$ cat src/rtl/spike_pkg.sv
// Shared defaults, threshold-loader state type and counter width for the
// multi-channel spike detector.
package spike_pkg;

    localparam int NCH_DEF         = 4;
    localparam int DW_DEF          = 11;
    localparam int ASH_DEF         = 3;
    localparam int REFR_DEF        = 8;
    localparam int THR_DEFAULT_DEF = 200;
    localparam int CNT_W           = 16;

    typedef enum logic {
        ARMED = 1'b0,
        LOAD  = 1'b1
    } thr_state_e;

    // Refractory counter width; at least one bit even when REFR is zero.
    function automatic int rc_width(input int refr);
        return (refr > 0) ? $clog2(refr + 1) : 1;
    endfunction

endpackage

$ cat src/rtl/spike_chan.sv
// One detector channel: IIR baseline removal with saturation, first-difference
// emphasis, magnitude threshold and refractory gate. SPIKE_CNT_EN adds a counter.
module spike_chan
    import spike_pkg::*;
#(
    parameter int DW   = DW_DEF,
    parameter int ASH  = ASH_DEF,
    parameter int REFR = REFR_DEF
) (
    input  logic          clk,
    input  logic          rst,
    input  logic          s0_valid_i,
    input  logic          s1_valid_i,
    input  logic          s2_valid_i,
    input  logic [DW-1:0] x_i,
    input  logic [DW:0]   thr_i,
    output logic          spike_o
`ifdef SPIKE_CNT_EN
    ,
    output logic [CNT_W-1:0] spike_cnt_o
`endif
);

    localparam int AW = DW + ASH;
    localparam int RW = rc_width(REFR);
    localparam logic [DW-1:0] Z_MAX = {1'b0, {(DW-1){1'b1}}};
    localparam logic [DW-1:0] Z_MIN = {1'b1, {(DW-1){1'b0}}};

    logic signed [AW-1:0] acc_q;
    logic signed [AW-1:0] acc_d;
    logic signed [DW-1:0] base_s;
    logic [DW:0]          diff_s;
    logic [DW-1:0]        z_d;
    logic [DW-1:0]        z_q;
    logic [DW-1:0]        zp_q;
    logic [DW:0]          q_d;
    logic [DW:0]          q_q;
    logic [DW:0]          mag_s;
    logic [RW-1:0]        rc_q;
    logic                 spike_q;
    logic                 fire_s;

    // Baseline update, clamped residual, emphasis difference and |q| compare.
    always_comb begin
        base_s = DW'(acc_q >>> ASH);
        acc_d  = acc_q + {{ASH{x_i[DW-1]}}, x_i} - {{ASH{base_s[DW-1]}}, base_s};
        diff_s = {x_i[DW-1], x_i} - {base_s[DW-1], base_s};
        if (diff_s[DW] != diff_s[DW-1]) begin
            z_d = diff_s[DW] ? Z_MIN : Z_MAX;
        end else begin
            z_d = diff_s[DW-1:0];
        end
        q_d = {z_q[DW-1], z_q} - {zp_q[DW-1], zp_q};
        if (q_q[DW]) begin
            mag_s = ~q_q + (DW+1)'(1);
        end else begin
            mag_s = q_q;
        end
        fire_s = (rc_q == '0) && (mag_s > thr_i);
    end

    // Three pipeline stages: residual, emphasis, refractory-gated decision.
    always_ff @(posedge clk) begin
        if (!rst) begin
            acc_q   <= '0;
            z_q     <= '0;
            zp_q    <= '0;
            q_q     <= '0;
            rc_q    <= '0;
            spike_q <= 1'b0;
        end else begin
            if (s0_valid_i) begin
                acc_q <= acc_d;
                z_q   <= z_d;
            end
            if (s1_valid_i) begin
                q_q  <= q_d;
                zp_q <= z_q;
            end
            if (s2_valid_i) begin
                spike_q <= fire_s;
                if (rc_q != '0) begin
                    rc_q <= rc_q - RW'(1);
                end else if (fire_s) begin
                    rc_q <= RW'(REFR);
                end
            end else begin
                spike_q <= 1'b0;
            end
        end
    end

    assign spike_o = spike_q;

`ifdef SPIKE_CNT_EN
    logic [CNT_W-1:0] cnt_q;

    // Saturating spike counter.
    always_ff @(posedge clk) begin
        if (!rst) begin
            cnt_q <= '0;
        end else if (s2_valid_i && fire_s && (cnt_q != '1)) begin
            cnt_q <= cnt_q + CNT_W'(1);
        end
    end

    assign spike_cnt_o = cnt_q;
`endif

endmodule

$ cat src/rtl/spike_detector_mc.sv
// Multi-channel spike detector top: serial threshold loader, shared valid
// pipeline and NCH channel instances. SPIKE_CNT_EN adds per-channel counters.
module spike_detector_mc
    import spike_pkg::*;
#(
    parameter int NCH         = NCH_DEF,
    parameter int DW          = DW_DEF,
    parameter int ASH         = ASH_DEF,
    parameter int REFR        = REFR_DEF,
    parameter int THR_DEFAULT = THR_DEFAULT_DEF
) (
    input  logic               clk,
    input  logic               rst,
    input  logic               enable,
    input  logic               din,
    input  logic               x_valid,
    input  logic [NCH*DW-1:0]  x,
    output logic               spike_valid,
    output logic [NCH-1:0]     spike,
`ifdef SPIKE_CNT_EN
    output logic [NCH*CNT_W-1:0] spike_cnt,
`endif
    output logic               busy
);

    localparam int TW = DW + 1;
    localparam int BW = $clog2(TW + 1);

    thr_state_e     state_q;
    logic [TW-1:0]  thr_q;
    logic [TW-1:0]  shadow_q;
    logic [BW-1:0]  bit_cnt_q;
    logic           busy_q;
    logic           v1_q;
    logic           v2_q;
    logic           sv_q;

    // Threshold loader; the commit happens one cycle after the last bit lands.
    always_ff @(posedge clk) begin
        if (!rst) begin
            state_q   <= ARMED;
            thr_q     <= TW'(THR_DEFAULT);
            shadow_q  <= '0;
            bit_cnt_q <= '0;
            busy_q    <= 1'b0;
        end else begin
            case (state_q)
                ARMED: begin
                    if (enable) begin
                        shadow_q  <= {{(TW-1){1'b0}}, din};
                        bit_cnt_q <= BW'(1);
                        state_q   <= LOAD;
                        busy_q    <= 1'b1;
                    end
                end
                LOAD: begin
                    if (bit_cnt_q == BW'(TW)) begin
                        thr_q   <= shadow_q;
                        state_q <= ARMED;
                        busy_q  <= 1'b0;
                    end else if (enable) begin
                        shadow_q  <= {shadow_q[TW-2:0], din};
                        bit_cnt_q <= bit_cnt_q + BW'(1);
                    end else begin
                        shadow_q <= '0;
                        state_q  <= ARMED;
                        busy_q   <= 1'b0;
                    end
                end
                default: begin
                    state_q <= ARMED;
                    busy_q  <= 1'b0;
                end
            endcase
        end
    end

    // Sample-valid pipeline shared by all channels.
    always_ff @(posedge clk) begin
        if (!rst) begin
            v1_q <= 1'b0;
            v2_q <= 1'b0;
            sv_q <= 1'b0;
        end else begin
            v1_q <= x_valid;
            v2_q <= v1_q;
            sv_q <= v2_q;
        end
    end

    assign spike_valid = sv_q;
    assign busy        = busy_q;

    genvar g;
    generate
        for (g = 0; g < NCH; g++) begin : g_chan
            spike_chan #(
                .DW   (DW),
                .ASH  (ASH),
                .REFR (REFR)
            ) u_chan (
                .clk        (clk),
                .rst        (rst),
                .s0_valid_i (x_valid),
                .s1_valid_i (v1_q),
                .s2_valid_i (v2_q),
                .x_i        (x[g*DW +: DW]),
                .thr_i      (thr_q),
                .spike_o    (spike[g])
`ifdef SPIKE_CNT_EN
                ,
                .spike_cnt_o (spike_cnt[g*CNT_W +: CNT_W])
`endif
            );
        end
    endgenerate

endmodule

$ cat config.mk
export PLATFORM = sky130hd
export DESIGN_NAME = spike_detector_mc
export DESIGN_NICKNAME = d
export VERILOG_FILES = /design/src/rtl/spike_pkg.sv /design/src/rtl/spike_chan.sv /design/src/rtl/spike_detector_mc.sv
export SDC_FILE = /design/constraint.sdc
export NUM_CORES = 1
export LEC_CHECK = 0
export ABC_CLOCK_PERIOD_IN_PS = 3090
export BUFFER_PORTS_ARGS = -buffer_cell sky130_fd_sc_hd__buf_4
export CORE_UTILIZATION = 45
export DETAILED_ROUTE_END_ITERATION = 16
export PLACE_DENSITY = 0.6
export SLEW_MARGIN = 10
export SYNTH_ARGS = -nofsm -noshare
export SYNTH_HDL_FRONTEND = slang
export SYNTH_SLANG_ARGS = --single-unit
$ cat constraint.sdc
create_clock -name clk -period 3.09 [get_ports clk]
set_input_delay 0.1545 -clock clk [delete_from_list [all_inputs] [get_ports clk]]
set_output_delay 0.1545 -clock clk [all_outputs]
set_load 0.01 [all_outputs]
* Yosys cells after proc, flatten, opt, wreduce, memory -nomap -nowiden
Index checks and enable logic that the tools add are counted.
Operators by class: mux-type cells 35, $add $sub $neg 25, $lt $le $gt $ge 4, bitwise gates (word level) 5, reduce and logical (&&, ||, !) cells 25, equal/unequal tests 9
Operators with widths (count):
- $sub 11x11->12 | 8
- $mux 11 | 8
- $mux 12 | 7
- $add 14x14->14 | 4
- $sub 14x14->14 | 4
- $add 12x1->12 const B | 4
- $gt 12x12->1 | 4
- $not 12->12 | 4
- $mux 4 | 11
- $pmux 12 s2 | 1
- $logic_not 4->1 | 4
- $reduce_and 2->1 | 8
- $reduce_bool 4->1 | 4
- $sub 4x1->4 const B | 4
- $pmux 4 s2 | 1
- $reduce_bool 2->1 | 4
- $ne 2x2->1 const B | 3
- $mux 1 | 5
- $add 4x1->4 const B | 1
- $eq 4x4->1 const B | 1
- $logic_and 1x1->1 | 4
- $ne 1x1->1 | 4
- $pmux 1 s2 | 2
- $ne 3x2->1 const B | 1
- other kinds (2) | 2
Storage, ports and cells: logic and storage cells 135, input port bits 49, output and inout bits 6, flip-flop bits (word level) 245

* Depth between registers and ports, before layout
Gate-level depths: netlist of run 1.
word-level depth 7, depth in mapped cells 14, depth with buffers taken out 14

* Modules after synthesis
From an unflattened synthesis of run 1, not the netlist that was laid out.
Second synthesis, totals: cell total of the unflattened synthesis 2321, area, all modules 19510.0 µm²
By module, submodules not included:
- spike_chan at g_chan[0].u_chan | times used 1, area each 4665.7 µm², seq. area each 1061.0 µm², cells each 567
- spike_chan at g_chan[1].u_chan | times used 1, area each 4596.9 µm², seq. area each 1061.0 µm², cells each 544
- spike_chan at g_chan[2].u_chan | times used 1, area each 4578.1 µm², seq. area each 1061.0 µm², cells each 545
- spike_chan at g_chan[3].u_chan | times used 1, area each 4455.5 µm², seq. area each 1061.0 µm², cells each 541
- spike_detector_mc | times used 1, area each 1213.7 µm², seq. area each 660.6 µm², cells each 124

* Least setup slack after synthesis of run 1
Ideal clock, no wire load.
kind register -> register, start register g_chan[3].u_chan.acc_q[1], end register g_chan[3].u_chan.acc_q[13], slack 0.131 ns, setup time 0.073 ns, arrival 2.885 ns, required time 3.017 ns, cell stages (with the launch flop) 13, buffers on the path 0, clock period less this slack 2.959 ns, path through dfxtp_1 -> inv_1 -> fa_1 -> inv_1 -> ha_1 -> a21o_1 -> a21o_1 -> a2111oi_4 -> nor2_1 -> and4_4 -> or3_4 -> and4_4 -> nor3_2
On the way: cells in the longest elaborated chain, start to end 2
RTL lines:
- start: declaration | RTL line spike_chan.sv:29 | logic signed [AW-1:0] acc_q;
- start signal: assignment | RTL line spike_chan.sv:65 | acc_q <= '0;
- start signal: assignment | RTL line spike_chan.sv:73 | acc_q <= acc_d;
- $add 14x14->14 | RTL line spike_chan.sv:46 | acc_d = acc_q + {{ASH{x_i[DW-1]}}, x_i} - {{ASH{base_s[DW-1]}}, base_s};
- $sub 14x14->14 | RTL line spike_chan.sv:46
No other way between the ends. A chain may end at the register's enable or synchronous reset.

* Final worst setup path of run 1
Same ends and word-level chain as after synthesis.

==> results of run 1 <==
==> worst max-delay path by stage <==
stage / endpoint / slack (ns) / start
floorplan: g_chan[3].u_chan.acc_q[13]$_SDFFE_PN0P_ / 0.13 / g_chan[3].u_chan.acc_q[1]$_SDFFE_PN0P_
global placement: g_chan[3].u_chan.acc_q[13]$_SDFFE_PN0P_ / 0.04 / g_chan[3].u_chan.acc_q[1]$_SDFFE_PN0P_
detailed placement: g_chan[3].u_chan.acc_q[13]$_SDFFE_PN0P_ / -0.02 / g_chan[3].u_chan.acc_q[1]$_SDFFE_PN0P_
CTS: g_chan[3].u_chan.acc_q[13]$_SDFFE_PN0P_ / 0.003 / g_chan[3].u_chan.acc_q[1]$_SDFFE_PN0P_
global route: g_chan[3].u_chan.acc_q[13]$_SDFFE_PN0P_ / -0.003 / g_chan[3].u_chan.acc_q[1]$_SDFFE_PN0P_
finish: g_chan[3].u_chan.acc_q[13]$_SDFFE_PN0P_ / 0.13 / g_chan[3].u_chan.acc_q[1]$_SDFFE_PN0P_
==> report_power, final <==
group / switching [mW] / leakage, nW / total [mW] / internal, mW
Combinational: 6.11 / 6.56 / 11.4 / 5.31
Sequential: 0.530 / 2.01 / 4.26 / 3.73
Clock: 1.50 / 0.538 / 3.93 / 2.43
Total: 8.14 / 9.11 / 19.6 / 11.5
==> routing by layer <==
metal | track usage [%] | vias to the layer above | part of all wire [%]
li1 | - | 7923 | -
met1 | 28.04 | 6990 | 50
met2 | 33.29 | 196 | 45
met3 | 2.502 | 44 | 3.2
met4 | 3.677 | 0 | 1.5
met5 | 0 | - | 0
==> stage by stage <==
step / utilization (%) / hold slack [ns] / setup slack, ns / setup TNS [ns]
floorplan: - / 0.3278 / 0.1313 / 0
global placement: 48.21 / 0.4151 / 0.04194 / 0
detailed placement: 48.21 / 0.4201 / -0.01551 / -0.01551
CTS: 51.08 / 0.07718 / 0.002606 / 0
global route: 51.44 / 0.1240 / -0.002771 / -0.002771
finish: 51.44 / 0.1295 / 0.1260 / 0
==> critical path, delay by kind of cell, from the launching register on <==
family | cells | cell delay [ns]
compound gates | 4 | 0.86
fa+ha+maj | 2 | 0.81
simple gates | 4 | 0.74
flops | 1 | 0.32
buf+inv | 2 | 0.10
==> area by class of cell <==
class                   count  area [sq um]
well taps                 532         665.6
clock buffers              36         834.6
flip-flops and latches    245          4913
fillers                  3893         19870
repair buffers            100         793.3
clock inverters            20         271.5
inverters                 304          1146
multi-input cells        1653         12430
==> repair_timing <==
action                     in CTS  in global routing
gates resized for setup         0                 28
pin swaps                       2                 19
buffers inserted                0                  3
hold buffers                    7                  0
setup endpoints to repair       3                 18
hold endpoints to repair       12                  0
==> placed cells by master, fill, tap and decap left out, types with 8 or more instances in the layout <==
cell type	Yosys	routed
inv_1	304	303
dfxtp_1	245	240
nor2_1	236	236
ha_1	198	196
a21oi_1	146	142
o21ai_0	134	131
nand2_1	127	127
mux2i_1	96	96
xnor2_1	91	91
buf_4	4	91
fa_1	60	59
nor2b_1	57	57
nor3_1	57	56
a211oi_1	40	40
a21o_1	37	37
nand3_1	33	33
clkbuf_16	0	31
nand2b_1	27	27
or3_1	22	22
o21a_1	22	22
xor2_1	22	22
nand4_1	19	19
maj3_1	18	18
o31ai_1	19	17
a31oi_1	17	16
a22oi_1	12	12
or2_2	10	10
and2_1	9	9
a21boi_0	12	8
nor3b_1	8	8
o211ai_1	8	8
==> state kept, by name (all words and copies together), names as in the netlist <==
| signal | flops |
|---|---|
| v2_q | 1 |
| busy | 1 |
| state_q | 1 |
| bit_cnt_q | 4 |
| g_chan.u_chan.q_q | 48 |
| thr_q | 12 |
| v1_q | 1 |
| g_chan.u_chan.acc_q | 56 |
| spike_valid | 1 |
| g_chan.u_chan.rc_q | 16 |
| g_chan.u_chan.z_q | 44 |
| g_chan.u_chan.spike_o | 4 |
| shadow_q | 12 |
| g_chan.u_chan.zp_q | 44 |
==> logic make-up after synthesis <==
logic type	after synthesis	share of synthesized area [%]
flip-flops	245	26.25
XOR/XNOR	114	5.384
AO/OA/AOI/OAI	514	17.67
adder cells (fa/ha/maj)	276	20.65
AND/OR/NAND/NOR	647	16.65
buffers and inverters	388	7.882
multiplexers	102	5.505
==> flow_metrics.env, run 1 <==
export IMPL_viasPerCell=5.243
export IMPL_clock_path_buffers=3
export IMPL_rows=74
export IMPL_p_per_area_nw_per_um2=931.4
export IMPL_yosys_area_top_type_share_pct=26.25
export IMPL_nets=2641
export IMPL_hold_end="g_chan[2].u_chan.z_q[2]$_SDFFE_PN0P_"
export IMPL_period_share_pct=95.92
export IMPL_fmax_mhz=337.4
export IMPL_cp_slowest_stage_delay_ns=0.53
export IMPL_die_w_um=205.8
export IMPL_synth_seq_area_share_pct=26.25
export IMPL_dr_pass1_iters=5
export IMPL_wl_per_cell_um=14.46
export IMPL_grt_antenna_before_repair=0
export IMPL_async_flop_share_pct=0
export IMPL_regToRegStartpoint="g_chan[3].u_chan.acc_q[1]$_SDFFE_PN0P_"
export IMPL_ir_worst_vdd_mv=0.6421
export IMPL_power_mw=19.61
export IMPL_worst_setup_path_type="flip-flop to flip-flop"
export IMPL_mappedNetlistArea_sq_um=18680
export IMPL_cts_tree="yes"
export IMPL_regToRegEndpoint="g_chan[3].u_chan.acc_q[13]$_SDFFE_PN0P_"
export IMPL_critPathSlowestCell="fa_1"
export IMPL_worstSetupEndpointType="flip-flop"
export IMPL_root_buffer="clkbuf_16"
export IMPL_worstHoldPathType="primary input to flip-flop"
export IMPL_yosysTopAreaCell="dfxtp_1"
export IMPL_first_global_vias=14640
export IMPL_setup_viol=0
export IMPL_grt_usage_pct=20.11
export IMPL_ios=55
export IMPL_crit_required_ns=3.54
export IMPL_synth_nets=2593
export IMPL_ys_flop_type="dfxtp_1"
export IMPL_place_hpwl_um=30690
export IMPL_start_util_pct=45.66
export IMPL_maxCapViolCount=0
export IMPL_synth_distinct_cells=78
export IMPL_grt_max_degree=128
export IMPL_worst_slew_pin_slew_ns=0.8444
export IMPL_hold_depth=5
export IMPL_syn_inst=2286
export IMPL_path_cells="inv_1 -> fa_1 -> inv_1 -> ha_1 -> a21o_1 -> a21o_1 -> a2111oi_4 -> nor2_1 -> and4_4 -> or3_4 -> a31oi_4 -> nor3_4"
export IMPL_status="finished clean"
export IMPL_cts_made_buffers=30
export IMPL_core_sq_um=40920
export IMPL_synth_common_cells="inv_1, dfxtp_1, nor2_1, ha_1, a21oi_1"
export IMPL_syn2layout_area_growth_pct=12.66
export IMPL_dp_cells=2824
export IMPL_synthTopCellsByArea="dfxtp_1, ha_1, fa_1, inv_1, mux2i_1"
export IMPL_ant_nets=0
export IMPL_worstPathArrival_ns=3.41
export IMPL_htree_levels=1
export IMPL_leakage_nw=9.108
export IMPL_grt_first_pass_wirelength_um=71060
export IMPL_routed_wirelength_um=41800
export IMPL_num_vias=15150
export IMPL_synth_avg_cell_area_sq_um=8.173
export IMPL_drc=0
export IMPL_fin_cells=2890
export IMPL_gr_total_overflow=0
export IMPL_dieHeight_um=205.8
export IMPL_drt_initial_drc_count=729
export IMPL_clk_pin_slew_ns=0.06
export IMPL_finalHoldViolations=0
export IMPL_period_minus_slack_ns=2.964
export IMPL_drive_gt1_share_pct=8.524
export IMPL_yosysMostFrequentCell="inv_1"
export IMPL_clk_insertion_delay_late_ns=0.58
export IMPL_final_cell_area_sq_um=21050
export IMPL_n_antenna_cell=0
export IMPL_cp_max_fo=2
export IMPL_skew_ns=0.009020
export IMPL_synth_edff_count=0
export IMPL_cp_start_kind="flip-flop"
export IMPL_r2r_cells=12
export IMPL_routabilityCongestion=0.8747
export IMPL_cts_sink_count=245
export IMPL_hold_start="x[24]"
export IMPL_r2r_slack_ns=0.13
export IMPL_place_area_sq_um=19730
export IMPL_yosysWarnings=0
export IMPL_portBuffers=54
export IMPL_drv_slew=0
export IMPL_synth_seq_cells=245
export IMPL_dieArea_sq_um=42340
export IMPL_slew_headroom_pct=43.71
No activity file was read; power rests on OpenSTA's default activity.
==> run 2, diff against run 1 <==
- CORE_UTILIZATION: 45 -> 30
- PLACE_DENSITY: 0.6 -> 0.43
==> flow_metrics.env, run 2 (same netlist as run 1, synthesis figures left out) <==
export IMPL_drt_initial_drc_count=543
export IMPL_largest_reg_flops=56
export IMPL_gr_total_overflow=0
export IMPL_netSwitchingFraction_pct=41.60
export IMPL_cp_slowest_stage_delay_ns=0.53
export IMPL_worstHoldPathType="primary input to flip-flop"
export IMPL_period_share_pct=95.64
export IMPL_skew_ns=0.02245
export IMPL_worst_slew_pin_slew_ns=0.7058
export IMPL_p_sw_mw=8.192
export IMPL_grt_max_degree=108
export IMPL_num_fill_cells=6483
export IMPL_first_global_vias=14780
export IMPL_wl_per_cell_um=14.10
export IMPL_p_per_area_nw_per_um2=917.1
export IMPL_internal_power_mw=11.50
export IMPL_routed_wirelength_um=45120
export IMPL_dr_pass1_iters=11
export IMPL_final_cell_mix="inv_1, dfxtp_1, nor2_1"
export IMPL_r2r_slack_ns=0.13
export IMPL_power_mw=19.69
export IMPL_nets=2648
export IMPL_final_common_cell="inv_1"
export IMPL_clock_path_buffers=3
export IMPL_rsz0062_at_grt="yes"
export IMPL_hold_start="rst"
export IMPL_grt_antenna_before_repair=0
export IMPL_ant_nets=0
export IMPL_worstPathArrival_ns=3.39
export IMPL_slew_headroom_pct=51.73
export IMPL_core_sq_um=61600
export IMPL_htree_levels=2
export IMPL_multi_input_area_sq_um=12400
export IMPL_ir_worst_vdd_mv=0.4577
export IMPL_setup_viol=0
export IMPL_cts_made_buffers=35
export IMPL_maxCapViolCount=0
export IMPL_comb_power_share_pct=57.7
export IMPL_viasPerCell=4.719
export IMPL_critPathSlowestCell="fa_1"
export IMPL_rows=91
export IMPL_r2r_cells=13
export IMPL_portBuffers=54
export IMPL_layout_setup_ws_ns=0.1347
export IMPL_clk_pin_slew_ns=0.06
export IMPL_hold_end="g_chan[1].u_chan.acc_q[13]$_SDFFE_PN0P_"
export IMPL_dieHeight_um=251.6
export IMPL_grt_usage_pct=14.41
export IMPL_pre_cts_ws_ns=-0.06577
export IMPL_p_clk_share_pct=20.7
export IMPL_regToRegStartpoint="g_chan[0].u_chan.acc_q[1]$_SDFFE_PN0P_"
export IMPL_reg_top3="g_chan.u_chan.acc_q x56, g_chan.u_chan.q_q x48"
export IMPL_routabilityCongestion=0.8114
export IMPL_period_minus_slack_ns=2.955
export IMPL_drv_slew=0
export IMPL_place_hpwl_um=33430
export IMPL_ios=55
export IMPL_violations="DRC"
export IMPL_start_util_pct=30.33
export IMPL_n_antenna_cell=0
export IMPL_final_cell_area_sq_um=21470
export IMPL_clk_insertion_delay_late_ns=0.55
export IMPL_syn2layout_area_growth_pct=14.91
export IMPL_final_util_pct=34.86
export IMPL_cts_sink_count=245
export IMPL_root_buffer="clkbuf_16"
export IMPL_grt_first_pass_wirelength_um=75130
export IMPL_cp_start_kind="flip-flop"
export IMPL_largest_register="g_chan.u_chan.acc_q"
export IMPL_drc=2
export IMPL_hold_depth=3
export IMPL_place_area_sq_um=20130
export IMPL_dieArea_sq_um=63280
export IMPL_die_w_um=251.6
export IMPL_cts_tree="yes"
export IMPL_leakage_nw=9.150
export IMPL_finalHoldViolations=0
export IMPL_fmax_mhz=338.4
export IMPL_num_vias=15100
export IMPL_status="complete, but fails checks"
export IMPL_p_seq_share_pct=21.6
export IMPL_regArea_sq_um=4913
export IMPL_path_cells="inv_1 -> fa_1 -> inv_1 -> ha_1 -> a21o_1 -> a21o_1 -> a2111oi_4 -> buf_4 -> nor3_1 -> nor2_1 -> mux2i_1 -> o31a_1 -> mux2i_1"
export IMPL_drive_gt1_share_pct=8.714
export IMPL_worst_setup_path_type="flip-flop to flip-flop"
export IMPL_cp_max_fo=3
export IMPL_regToRegEndpoint="g_chan[0].u_chan.acc_q[13]$_SDFFE_PN0P_"
export IMPL_crit_required_ns=3.52
export IMPL_worstSetupEndpointType="flip-flop"
[run 2: cell count changes in the layout (fill, tap and decap cells not counted), moves of 3 or more]
cell and delta:
clkbuf_16 +5, clkbuf_1 +3, bufinv_16 -4, buf_4 +3
o21ai_0 -3, clkbuf_8 +4
[run 2: power by group through the flow]
stage	clock [mW]	combinational [mW]	sequential (mW)
after floorplan	0	8.82	4.15
after global placement	0	11.0	4.30
after detailed placement	0	11.1	4.32
after CTS	4.24	11.2	4.25
after global routing	4.36	13.0	4.35
final	4.08	11.4	4.25
[run 2: worst max-delay path by stage]
stage | from | end | slack, ns
3_5_place_dp | g_chan[2].u_chan.acc_q[1]$_SDFFE_PN0P_ | g_chan[2].u_chan.acc_q[11]$_SDFFE_PN0P_ | -0.07
2_1_floorplan | g_chan[3].u_chan.acc_q[1]$_SDFFE_PN0P_ | g_chan[3].u_chan.acc_q[13]$_SDFFE_PN0P_ | 0.13
3_3_place_gp | g_chan[2].u_chan.acc_q[1]$_SDFFE_PN0P_ | g_chan[2].u_chan.acc_q[11]$_SDFFE_PN0P_ | -0.07
5_1_grt | g_chan[3].u_chan.acc_q[1]$_SDFFE_PN0P_ | g_chan[3].u_chan.acc_q[13]$_SDFFE_PN0P_ | -0.01
6_report | g_chan[0].u_chan.acc_q[1]$_SDFFE_PN0P_ | g_chan[0].u_chan.acc_q[13]$_SDFFE_PN0P_ | 0.13
4_1_cts | g_chan[2].u_chan.acc_q[1]$_SDFFE_PN0P_ | g_chan[2].u_chan.acc_q[13]$_SDFFE_PN0P_ | 0.006
[run 2: through the flow]
stage | hold WS [ns] | std cells | TNS (ns)
final | 0.05004 | 3201 | 0
after global routing | 0.05756 | 3201 | -0.01536
after CTS | 0.03132 | 3198 | 0
after detailed placement | 0.4289 | 3132 | -0.1311
after global placement | 0.4187 | 3132 | -0.09722
after floorplan | 0.3278 | 2286 | 0
[run 2: final cells by class]
type	instances	area share [%]
Clock inverter	12	0.6061
Clock buffer	48	4.779
Sequential cell	245	22.88
Inverter	304	5.338
Timing Repair Buffer	102	3.753
Tap cell	837	4.878
Multi-Input combinational cell	1653	57.76
[run 2: critical path: cells and delay by family, from the launching register on]
family / cells / cell delay (ns)
AND/OR/NAND/NOR: 2 / 0.20
multiplexers: 2 / 0.20
adder cells (fa/ha/maj): 2 / 0.81
flip-flops: 1 / 0.33
AO/OA/AOI/OAI: 4 / 1.01
buffers and inverters: 3 / 0.28
[run 2: metal layers]
metal | vias to the layer above | track usage (%) | wire [um]
met5 | - | 0 | 0
met4 | 0 | 4.913 | 1211
met3 | 74 | 2.043 | 1279
met2 | 164 | 23.33 | 19710
met1 | 6927 | 19.51 | 22920
li1 | 7939 | - | -
[run 2: timing repair]
action,in CTS,in global routing
endpoints found under the hold margin,9,0
gates resized for setup,1,28
buffers inserted,0,3
setup endpoints to repair,4,18
pin swaps,2,18
hold buffers,6,0
